--- config.mk ---
export PLATFORM = sky130hd
export DESIGN_NAME = sprite_blitter
export DESIGN_NICKNAME = d
export VERILOG_FILES = /design/src/rtl/sprite_pkg.sv /design/src/rtl/sprite_scan_counter.sv /design/src/rtl/sprite_blitter.sv
export SDC_FILE = /design/constraint.sdc
export NUM_CORES = 1
export LEC_CHECK = 0
export BUFFER_PORTS_ARGS = -buffer_cell sky130_fd_sc_hd__buf_2
export CAP_MARGIN = 20
export CORE_UTILIZATION = 55
export DETAILED_ROUTE_END_ITERATION = 10
export PLACE_DENSITY = 0.85
export SYNTH_ARGS = -nofsm -noshare
export SYNTH_HDL_FRONTEND = slang
export SYNTH_SLANG_ARGS = --single-unit
--- constraint.sdc ---
create_clock -name vga_clk -period 5.24 [get_ports vga_clk]
set_clock_uncertainty 0.05 [all_clocks]
set_input_delay 1.048 -clock vga_clk [delete_from_list [all_inputs] [get_ports vga_clk]]
set_output_delay 1.048 -clock vga_clk [all_outputs]
set_load 0.005 [all_outputs]
--- src/rtl/sprite_pkg.sv ---
// Shared constants, FSM state type and ROM addressing helper for the sprite blitter.
package sprite_pkg;

  localparam int unsigned SCREEN_W = 640;
  localparam int unsigned SCREEN_H = 480;

  typedef enum logic [1:0] {
    StIdle,
    StRun,
    StDrain,
    StDone
  } blit_state_t;

  // Linear ROM address of sprite pixel (sx, sy); a flipped sprite reads its row right to left.
  function automatic int unsigned rom_addr_f(input int unsigned sx, input int unsigned sy,
                                             input logic flip, input int unsigned spr_w);
    int unsigned col;
    col = flip ? (spr_w - 1 - sx) : sx;
    return sy * spr_w + col;
  endfunction

endpackage

--- src/rtl/sprite_scan_counter.sv ---
// Raster scan counter over the sprite: sx runs 0..SPR_W-1, sy steps at the end of each row.
module sprite_scan_counter #(
  parameter int unsigned SPR_W = 50,
  parameter int unsigned SPR_H = 64,
  parameter int unsigned SX_W  = (SPR_W > 1) ? $clog2(SPR_W) : 1,
  parameter int unsigned SY_W  = (SPR_H > 1) ? $clog2(SPR_H) : 1
) (
  input  logic            clk_i,
  input  logic            rst_i,
  input  logic            en_i,
  input  logic            clr_i,
  output logic [SX_W-1:0] sx_o,
  output logic [SY_W-1:0] sy_o,
  output logic            last_o
);

  logic [SX_W-1:0] sx_q, sx_d;
  logic [SY_W-1:0] sy_q, sy_d;
  logic            row_end;

  assign row_end = (sx_q == SX_W'(SPR_W - 1));
  assign last_o  = row_end && (sy_q == SY_W'(SPR_H - 1));
  assign sx_o    = sx_q;
  assign sy_o    = sy_q;

  // Next position: clear wins, otherwise advance in raster order and wrap after the last pixel.
  always_comb begin
    sx_d = sx_q;
    sy_d = sy_q;
    if (clr_i) begin
      sx_d = '0;
      sy_d = '0;
    end else if (en_i) begin
      if (row_end) begin
        sx_d = '0;
        sy_d = last_o ? '0 : sy_q + 1'b1;
      end else begin
        sx_d = sx_q + 1'b1;
      end
    end
  end

  // Counter state register.
  always_ff @(posedge clk_i or posedge rst_i) begin
    if (rst_i) begin
      sx_q <= '0;
      sy_q <= '0;
    end else begin
      sx_q <= sx_d;
      sy_q <= sy_d;
    end
  end

endmodule

--- src/rtl/sprite_blitter.sv ---
// Copies one sprite from a synchronous ROM into the palette-indexed frame buffer with
// placement, horizontal flip, edge clipping, transparency skip and write backpressure.
module sprite_blitter
  import sprite_pkg::*;
#(
  parameter int unsigned SPR_W       = 50,
  parameter int unsigned SPR_H       = 64,
  parameter int unsigned IDX_W       = 3,
  parameter int unsigned ROM_ADDR_W  = 12,
  parameter int unsigned FB_ADDR_W   = 19,
  parameter int unsigned TRANSPARENT = 0
) (
  input  logic                  vga_clk,
  input  logic                  reset,
  input  logic                  start,
  input  logic [10:0]           pos_x,
  input  logic [10:0]           pos_y,
  input  logic                  flip_x,
  output logic [ROM_ADDR_W-1:0] rom_address,
  input  logic [IDX_W-1:0]      rom_q,
  output logic                  fb_we,
  output logic [FB_ADDR_W-1:0]  fb_addr,
  output logic [IDX_W-1:0]      fb_data,
  input  logic                  fb_ready,
  output logic                  busy,
  output logic                  done
);

  localparam int unsigned SX_W = (SPR_W > 1) ? $clog2(SPR_W) : 1;
  localparam int unsigned SY_W = (SPR_H > 1) ? $clog2(SPR_H) : 1;

  blit_state_t state_q, state_d;

  logic [10:0] pos_x_q, pos_y_q;
  logic        flip_q;
  logic        latch;

  logic [SX_W-1:0] sx;
  logic [SY_W-1:0] sy;
  logic            last_px;
  logic            cnt_en, cnt_clr;

  // Stage 1: pixel whose ROM data is arriving on rom_q this cycle.
  logic                  s1_valid_q;
  logic [11:0]           s1_x_q, s1_y_q;
  logic [ROM_ADDR_W-1:0] s1_addr_q;
  logic                  s1_load, s1_clear;

  logic [ROM_ADDR_W-1:0] cur_addr;
  logic                  on_screen;
  logic                  stall;

  sprite_scan_counter #(
    .SPR_W (SPR_W),
    .SPR_H (SPR_H),
    .SX_W  (SX_W),
    .SY_W  (SY_W)
  ) u_scan (
    .clk_i  (vga_clk),
    .rst_i  (reset),
    .en_i   (cnt_en),
    .clr_i  (cnt_clr),
    .sx_o   (sx),
    .sy_o   (sy),
    .last_o (last_px)
  );

  assign cur_addr = ROM_ADDR_W'(rom_addr_f(32'(sx), 32'(sy), flip_q, SPR_W));

  // Write stage: clip to the screen and drop transparent indices.
  assign on_screen = !s1_x_q[11] && (s1_x_q < 12'(SCREEN_W)) &&
                     !s1_y_q[11] && (s1_y_q < 12'(SCREEN_H));
  assign fb_we     = s1_valid_q && on_screen && (rom_q != IDX_W'(TRANSPARENT));
  assign fb_data   = s1_valid_q ? rom_q : '0;
  assign fb_addr   = FB_ADDR_W'(s1_y_q) * FB_ADDR_W'(SCREEN_W) + FB_ADDR_W'(s1_x_q);
  assign stall     = fb_we && !fb_ready;

  // While stalled the ROM must re-read the pixel being written, not the next one, so rom_q
  // (and therefore fb_data) stays put until the write is accepted.
  assign rom_address = stall ? s1_addr_q : cur_addr;

  // FSM next-state and control decode.
  always_comb begin
    state_d  = state_q;
    latch    = 1'b0;
    cnt_en   = 1'b0;
    cnt_clr  = 1'b0;
    s1_load  = 1'b0;
    s1_clear = 1'b0;
    done     = 1'b0;
    busy     = (state_q != StIdle);
    unique case (state_q)
      StIdle: begin
        if (start) begin
          latch   = 1'b1;
          cnt_clr = 1'b1;
          state_d = StRun;
        end
      end
      StRun: begin
        if (!stall) begin
          cnt_en  = 1'b1;
          s1_load = 1'b1;
          if (last_px) state_d = StDrain;
        end
      end
      StDrain: begin
        if (!stall) begin
          s1_clear = 1'b1;
          state_d  = StDone;
        end
      end
      StDone: begin
        done    = 1'b1;
        cnt_clr = 1'b1;
        state_d = StIdle;
      end
      default: state_d = StIdle;
    endcase
  end

  // FSM state register.
  always_ff @(posedge vga_clk or posedge reset) begin
    if (reset) state_q <= StIdle;
    else       state_q <= state_d;
  end

  // Placement and flip are captured once per blit.
  always_ff @(posedge vga_clk or posedge reset) begin
    if (reset) begin
      pos_x_q <= '0;
      pos_y_q <= '0;
      flip_q  <= 1'b0;
    end else if (latch) begin
      pos_x_q <= pos_x;
      pos_y_q <= pos_y;
      flip_q  <= flip_x;
    end
  end

  // Stage 1 register: screen coordinates are 12-bit signed so negative placements clip cleanly.
  always_ff @(posedge vga_clk or posedge reset) begin
    if (reset) begin
      s1_valid_q <= 1'b0;
      s1_x_q     <= '0;
      s1_y_q     <= '0;
      s1_addr_q  <= '0;
    end else if (s1_load) begin
      s1_valid_q <= 1'b1;
      s1_x_q     <= {pos_x_q[10], pos_x_q} + 12'(sx);
      s1_y_q     <= {pos_y_q[10], pos_y_q} + 12'(sy);
      s1_addr_q  <= cur_addr;
    end else if (s1_clear) begin
      s1_valid_q <= 1'b0;
    end
  end

endmodule

; ---- Word-level counts from Yosys, hierarchy flattened
; Cells that the tools add are included.
[word_totals]
in_bits = 30
output_inout_bits = 37
ff_bits = 74
word_cells = 72
[classes]
reduce_logical = 18
n_mux = 24
n_lt_le_gt_ge = 2
eq_ne = 9
addsub = 7
multipliers = 2
[ops]
columns = op, count
row1 = two-way mux 6 bit, 7
row2 = adder 11 x 7 -> 12 bit, 2
row3 = two-way mux 12 bit, 2
row4 = adder 19 x 12 -> 19 bit, 1
row5 = adder 12 bit, 1
row6 = "adder 6 x 1 -> 6 bit, second input constant", 2
row7 = "equality test 6 bit, second input constant", 2
row8 = "< comparator 12 x 10 -> 1 bit, second input constant", 1
row9 = "< comparator 12 x 9 -> 1 bit, second input constant", 1
row10 = "multiplier 12 x 3 -> 12 bit, second input constant", 1
row11 = "multiplier 6 x 5 -> 11 bit, second input constant", 1
row12 = two-way mux 1 bit, 8
row13 = two-way mux 2 bit, 4
row14 = case mux 2 bit (4 select lines), 1
row15 = nonzero test 2 bit, 4
row16 = logical AND 1 bit, 7
row17 = "subtractor 6 x 6 -> 7 bit, first input constant", 1
row18 = "!= test 2 bit, second input constant", 3
row19 = "equality test 2 bit, second input constant", 2
row20 = AND reduction 4 bit, 1
row21 = zero test 1 bit, 3
row22 = two-way mux 3 bit, 1
row23 = nonzero test 3 bit, 1
row24 = "equality test 2 x 1 -> 1 bit, second input constant", 1
row25 = 4 further kinds, 4

; ---- Logic depth before layout (Yosys ltp)
; Gate-level depths: netlist of run 1.
[depth]
ltp_word = 11
mapped_depth = 16
ltp_nobuf = 16

; ---- Hierarchy
; From an unflattened synthesis of run 1, not the netlist that was laid out.
[unflattened]
cells_unflattened = 627
hier_area_um2 = 5845.6
[modules_own_cells]
columns = module, instances, cells_per_inst, area_per_inst_um2, seq_area_each_um2
row1 = sprite_blitter, 1, 547, 5109.9, 1551.5
row2 = sprite_scan_counter, 1, 80, 735.7, 300.3

; ---- Least setup slack after synthesis of run 1
; Ideal clock, no wire load.
[synth_path]
path_type = register to output
start = reg u_scan.sy_q[1], in the netlist u_scan.sy_o[1]
end = out rom_address[11]
stages_incl_launch_ff = 14
path_buffers = 0
arrival_ps = 3491
required_ps = 4142
slack_ps = 651
cell_sequence = dfrtp_1 -> ha_1 -> ha_1 -> ha_1 -> fa_1 -> a211oi_1 -> o21a_1 -> ha_1 -> a21oi_1 -> o21ai_0 -> a221oi_1 -> xnor2_1 -> xnor2_1 -> mux2i_1
[synth_via]
elab_chain_len = 3
[synth_rtl]
columns = item, line_no
row1 = "start, declared", sprite_scan_counter.sv:18  ; logic [SY_W-1:0] sy_q, sy_d;
row2 = "start signal, assigned", sprite_scan_counter.sv:50  ; sy_q <= sy_d;
row3 = multiplier 6 x 5 -> 11 bit, sprite_pkg.sv:19  ; return sy * spr_w + col;
row4 = adder 12 bit, sprite_pkg.sv:19
row5 = two-way mux 12 bit, sprite_blitter.sv:80  ; assign rom_address = stall ? s1_addr_q : cur_addr;
row6 = "end, declared", sprite_blitter.sv:19  ; output logic [ROM_ADDR_W-1:0] rom_address,
; No other way between the ends.

; ---- Worst setup path after layout of run 1
; Same ends and word-level chain as after synthesis.

==> results of run 1 <==
flip-flops by register name (all words and copies together), names as in the netlist:
| name | count |
|---|---|
| s1_x_q | 12 |
| s1_y_q | 12 |
| s1_valid_q | 1 |
| pos_x_q | 11 |
| pos_y_q | 11 |
| u_scan.sx_o | 6 |
| u_scan.sy_o | 6 |
| s1_addr_q | 12 |
| flip_q | 1 |
| state_q | 2 |
through the flow:
stage | utilization [%] | hold slack [ns] | instance area [µm²]
2_1_floorplan | - | 0.3901 | 5764
3_3_place_gp | 60.07 | 0.4044 | 6146
3_5_place_dp | 60.07 | 0.4154 | 6146
4_1_cts | 62.41 | 0.4352 | 6385
5_1_grt | 63.59 | 0.4579 | 6506
6_report | 63.59 | 0.4335 | 6506
logic make-up (layout without fill, tap and decap cells):
kind of cell	after synthesis	count (layout)	synth area share, %
xor gates and xnor gates	43	43	6.534
muxes	33	33	6.447
buffers and inverters	60	129	4.732
AOI/OAI and AO/OA	146	146	15.91
and+or+nand+nor	189	189	16.11
DFF	74	74	32.13
adders and majority gates	80	80	18.15
layout by cell type, fill, tap and decap left out, types with 3 or more instances in the layout:
cell type / Yosys / final
o31ai_1: 3 / 3
dfrtp_1: 74 / 69
inv_1: 37 / 36
nand2_1: 74 / 74
buf_4: 11 / 9
o21a_1: 8 / 8
a21oi_2: 2 / 3
nand2b_1: 3 / 3
nor2_1: 44 / 44
nor2b_1: 4 / 4
o21ai_0: 58 / 57
a31oi_1: 7 / 7
a21o_1: 6 / 6
nand4_1: 11 / 11
xor2_1: 17 / 17
mux2_2: 29 / 29
o21bai_1: 7 / 7
a21oi_1: 29 / 28
dfrtp_2: 0 / 5
a21boi_0: 3 / 3
and2_1: 4 / 4
nand3_1: 10 / 10
mux2i_1: 3 / 3
a211oi_1: 7 / 6
a211o_1: 4 / 4
nor3b_1: 5 / 5
ha_1: 74 / 73
nor3_1: 13 / 13
xnor2_1: 26 / 26
or2_2: 3 / 3
and3_1: 3 / 3
clkbuf_8: 0 / 10
buf_2: 5 / 66
fa_1: 6 / 5
or3_1: 3 / 3
cell type report:
class                           count  area, µm²
Clock buffer                       10      137.6
Clock inverter                      5      78.83
Timing Repair Buffer               77      452.9
Fill cell                         804       3725
Tap cell                          136      170.2
Sequential cell                    74       1858
Multi-Input combinational cell    491       3670
Inverter                           37      138.9
per-layer routing:
layer,vias up,share of wire (%)
li1,2340,-
met1,2331,40
met2,176,51
met3,52,5.5
met4,0,3.8
met5,-,0
timing repair:
| action | 4_1_cts | 5_1_grt |
|---|---|---|
| pin swaps | 2 | 5 |
| setup buffers | 1 | 6 |
| gates resized for setup | 4 | 7 |
| endpoints found under the setup margin | 1 | 1 |
power groups by stage:
stage	registers, mW	clock network, mW	logic [mW]
after floorplan	0.722	0	0.409
after global placement	0.741	0	0.525
after detailed placement	0.746	0	0.546
after CTS	0.736	0.501	0.553
after global routing	0.748	0.526	0.634
final	0.739	0.495	0.567
worst paths after layout:
kind / start / to / slack [ns]
max in group asynchronous: reset / u_scan.sy_o[0] / 3.45
min reg2reg: s1_addr_q[1] / s1_addr_q[1] / 0.43
min: s1_addr_q[1] / s1_addr_q[1] / 0.43
min in group asynchronous: reset / pos_x_q[7] / 0.72
max: u_scan.sy_o[1] / rom_address[11] / 0.02
max reg2reg: u_scan.sy_o[1] / s1_addr_q[11] / 1.39
critical path, stage by stage, from the launching register on:
cell,delay [ns]
dfrtp_2,0.44
ha_1,0.30
ha_1,0.33
ha_4,0.24
ha_1,0.29
a21o_1,0.18
a21oi_2,0.19
o21bai_1,0.08
a21oi_1,0.15
xnor2_1,0.16
ha_1,0.30
inv_1,0.07
nor2_1,0.05
a221oi_2,0.30
xnor2_1,0.14
xnor2_1,0.22
mux2i_1,0.12
buf_2,0.18
==> results.cfg, run 1 <==
[power_and_ir_drop]
combinationalPowerShare_pct = 31.5
powerDensity_mw_per_mm2 = 276.7
p_clk_share_pct = 27.5
seqPwrFrac_pct = 41.0
p_sw_share_pct = 34.58
power_mw = 1.801
leakagePower_nw = 3.275
power_switching_mw = 0.6225
irDropWorstVdd_mv = 0.1491
internal-power_mw = 1.178

[floorplan]
start_util_pct = 56.34
core_area_mm2 = 0.01023
die-area_mm2 = 0.01089
num_rows = 37
die_x_um = 104.4
ios = 67
die_h_um = 104.4

[detailed_routing]
viasPerCell = 5.902
first_pass_iters = 5
wirelength_um = 13540
final_antenna_net_count = 0
vias = 4899
drt-wirelength-per-cell_um = 16.31
drc = 0
drt_iter0_drc = 340

[clocking]
path_clk_slew_ns = 0.07
clock-root-buffer = clkbuf_8
cts_tree = done
cts_hold_buf = 0
cts_inserted_buffers = 9
clock_sinks = 74
htreeDepth = 3
cts_buffer_depth = 2
insertion_delay_ns = 0.36

[timing]
min_period_ns = 5.220
fin_tns_setup_ns = 0
post-route-worst-setup-slack_ns = 0.02015
fin_crit_sh_pct = 99.62
hold_viol = 0
max_clock_freq_mhz = 191.6
setup_viol = 0
worstMarginPinSlew_ns = 1.070
slew_headroom_pct = 28.65
drv_slew = 0

[yosys]
yosysUniqueCellTypes = 56
syn_inst = 625
yosys-top-cells-area = dfrtp_1 (32%), ha_1 (16%), mux2_2 (5.7%)
syn_area_per_cell_um2 = 9.223
yosys-top-cells-count = dfrtp_1 (74), ha_1 (74), nand2_1 (74)
synth_edf_count = 0
syn_area_mm2 = 0.005764
syn_nets = 735
yosysSeqAreaShare_pct = 32.13
synth_top_cell_by_area = dfrtp_1
synth_ff_type = dfrtp_1
synth_top_area_share_pct = 32.13
ys_seq_elements = 74
async_flop_share_pct = 100.0
yosys_warnings = 0

[setup_path]
criticalPathCategory = register to output pin
reg2reg_depth = 17
critPathCaptureType = output pin
worstPathArrival_ns = 4.12
worstPathRequired_ns = 4.14
cp_max_fo = 5
start_kind = register

[placed_design]
port_buffers = 66
gp_congestion = 0.8941
place_inst = 806
hpwl_um = 9778
dp_slack_ns = 0.1863

[global_routing]
overflow = 0
grt_usage_pct = 25.68
grt.busiest_layer = met2
use_met3_pct = 5.576
use_met1_pct = 29.66
grt_util_met2_pct = 45.60
grt_pass1_vias = 4885
antenna_found_initial = 0
grt_pass1_wl_um = 22690
grt_max_degree = 68

[hold_path]
hold_path.class = register to register
worstHoldPathCells = 2

[layout]
fin_nets = 800
fin_cells = 830
diodes = 0
final_layout_size_suffix_gt1_share_pct = 21.18
area_delta_synth_final_pct = 12.87

[flow_run]
cap_violations = 0

[run_status]
status = finished clean
Power figures use the tool's default switching activity.
==> run 2, diff against run 1 <==
RECOVER_POWER = 50   (was default)
==> run 2 against run 1 <==
  * Maximum frequency grew 0.11%
  * Flip-flop and latch count unchanged
  * Utilization down 0.51 points
  * Sequential power about the same
  * Via count about the same
  * Non-clock buffer count is the same
  * Setup slack improved by 0.0057 ns
  * Clock-buffer cell count is the same
  * Combinational power down 0.9%
  * Final cell count is the same
  * Critical path type unchanged
  * Largest power group unchanged
==> results.cfg, run 2 (same netlist as run 1, synthesis figures left out) <==
[run_status]
status = finished clean

[global_routing]
grt_max_degree = 68
grt_usage_pct = 25.68
grt_pass1_wl_um = 22690
grt_pass1_vias = 4885
overflow = 0
antenna_found_initial = 0

[clocking]
cts_inserted_buffers = 9
htreeDepth = 3
insertion_delay_ns = 0.37
clock-root-buffer = clkbuf_8
cts_buffer_depth = 2
clock_sinks = 74
cts_tree = done
path_clk_slew_ns = 0.07

[setup_path]
critPathCaptureType = output pin
crit_chain = ha_1 > ha_1 > ha_4 > ha_1 > a21o_1 > a21oi_2 > o21bai_1 > a21oi_1 > xnor2_1 > ha_1 > inv_1 > nor2_1 > a221oi_2 > xnor2_1 > xnor2_1 > mux2i_1 > buf_2
criticalPathCategory = register to output pin
path_depth = 17
crit_family = adder cells
crit_path_frequent_cell = ha_1
path_buf_inv = 2
max_stage_delay_ns = 0.44
start_kind = register
worstPathArrival_ns = 4.12
cp_max_fo = 5
worstPathRequired_ns = 4.14
cp_slowest_cell = dfrtp_2
reg2reg_depth = 17

[layout]
stdcell_area_mm2 = 0.006454
area_delta_synth_final_pct = 11.96
utilization_pct = 63.08
final_common_cell = nand2_1
fin_nets = 800
final_layout_size_suffix_gt1_share_pct = 20.32
reg_top3 = s1_addr_q (12), s1_x_q (12), s1_y_q (12)
layout_common_cells = nand2_1 (74), ha_1 (73), dfrtp_1 (69), buf_2 (65), o21ai_0 (57)
diodes = 0
fin_cells = 830

[floorplan]
num_rows = 37
core_area_mm2 = 0.01023
start_util_pct = 56.34
die_h_um = 104.4
die_x_um = 104.4
die-area_mm2 = 0.01089
ios = 67

[placed_design]
port_buffers = 66
hpwl_um = 9778
place_inst = 806
gp_congestion = 0.8941
placed_cell_area_mm2 = 0.006146

[hold_path]
worstHoldPathCells = 2
hold_path.class = register to register

[power_and_ir_drop]
powerDensity_mw_per_mm2 = 278.3
power_mw = 1.796
irDropWorstVdd_mv = 0.1481
leakagePower_nw = 3.246

[timing]
drv_slew = 0
max_clock_freq_mhz = 191.8
slew_headroom_pct = 6.064
worstMarginPinSlew_ns = 1.409
min_period_ns = 5.214
hold_viol = 0
setup_viol = 0
fin_crit_sh_pct = 99.51

[detailed_routing]
vias = 4900
wirelength_um = 13540
first_pass_iters = 7
drc = 0
drt_iter0_drc = 405
final_antenna_net_count = 0
drt-wirelength-per-cell_um = 16.31
viasPerCell = 5.904

[flow_run]
cap_violations = 0
## run 2: cell count changes in the layout (fill, tap and decap cells not counted), sizes merged
cell    before  now
buf         77   73
clkbuf      10   14
## run 2: layer usage
layer / global-route usage, % / wire, µm / up-vias
li1: - / - / 2343
met1: 29.66 / 5470 / 2350
met2: 45.60 / 6896 / 158
met3: 5.576 / 670 / 49
met4: 10.92 / 503 / 0
met5: 0 / 0 / -
## run 2: layout make-up
class	count	area, µm²
clock buffer	10	137.6
clock inverter	5	78.83
fill	812	3777
inverter	37	138.9
multi-input combinational	491	3670
sequential	74	1858
tap	136	170.2
timing repair buffer	77	400.4
## run 2: where the power goes
group | internal (mW) | switching [mW]
logic | 0.247 | 0.315
registers | 0.651 | 0.0862
clock network | 0.278 | 0.219
## run 2: path summary, 6_finish.rpt
check / from / end / slack, ns
setup / recovery: u_scan.sy_o[1] / rom_address[11] / 0.03
hold / removal: s1_addr_q[1] / s1_addr_q[1] / 0.43
setup reg to reg: u_scan.sy_o[1] / s1_addr_q[11] / 1.40
hold reg to reg: s1_addr_q[1] / s1_addr_q[1] / 0.43
max in group asynchronous: reset / u_scan.sy_o[2] / 1.31
min in group asynchronous: reset / s1_y_q[9] / 0.89
## run 2: per-stage QoR
| stage | hold WS (ns) | worst slack (ns) | setup TNS, ns |
|---|---|---|---|
| after floorplan | 0.3901 | 0.6513 | 0 |
| after global placement | 0.4044 | 0.3641 | 0 |
| after detailed placement | 0.4154 | 0.1863 | 0 |
| after CTS | 0.4352 | 0.009150 | 0 |
| after global routing | 0.4579 | -0.09687 | -0.09687 |
| final | 0.4334 | 0.02587 | 0 |
## run 2: repair_timing
item                       in CTS  in global routing
hold endpoints to repair        0                  0
buffers inserted                1                  6
gates resized for setup         4                  7
pin swaps                       2                  5
setup endpoints to repair       1                  1
hold buffers                    0                  0
## run 2: worst register-to-register path, cell delays in order (launching register included)
cell and delay, ns:
dfrtp_2 0.44, ha_1 0.30, ha_1 0.33, ha_4 0.24
ha_1 0.29, a21o_1 0.18, a21oi_2 0.19, o21bai_1 0.08
a21oi_1 0.15, xnor2_1 0.16, ha_1 0.30, inv_1 0.07
nor2_1 0.05, a221oi_2 0.29, xnor2_1 0.14, xnor2_1 0.23
buf_4 0.14, o21ai_0 0.06
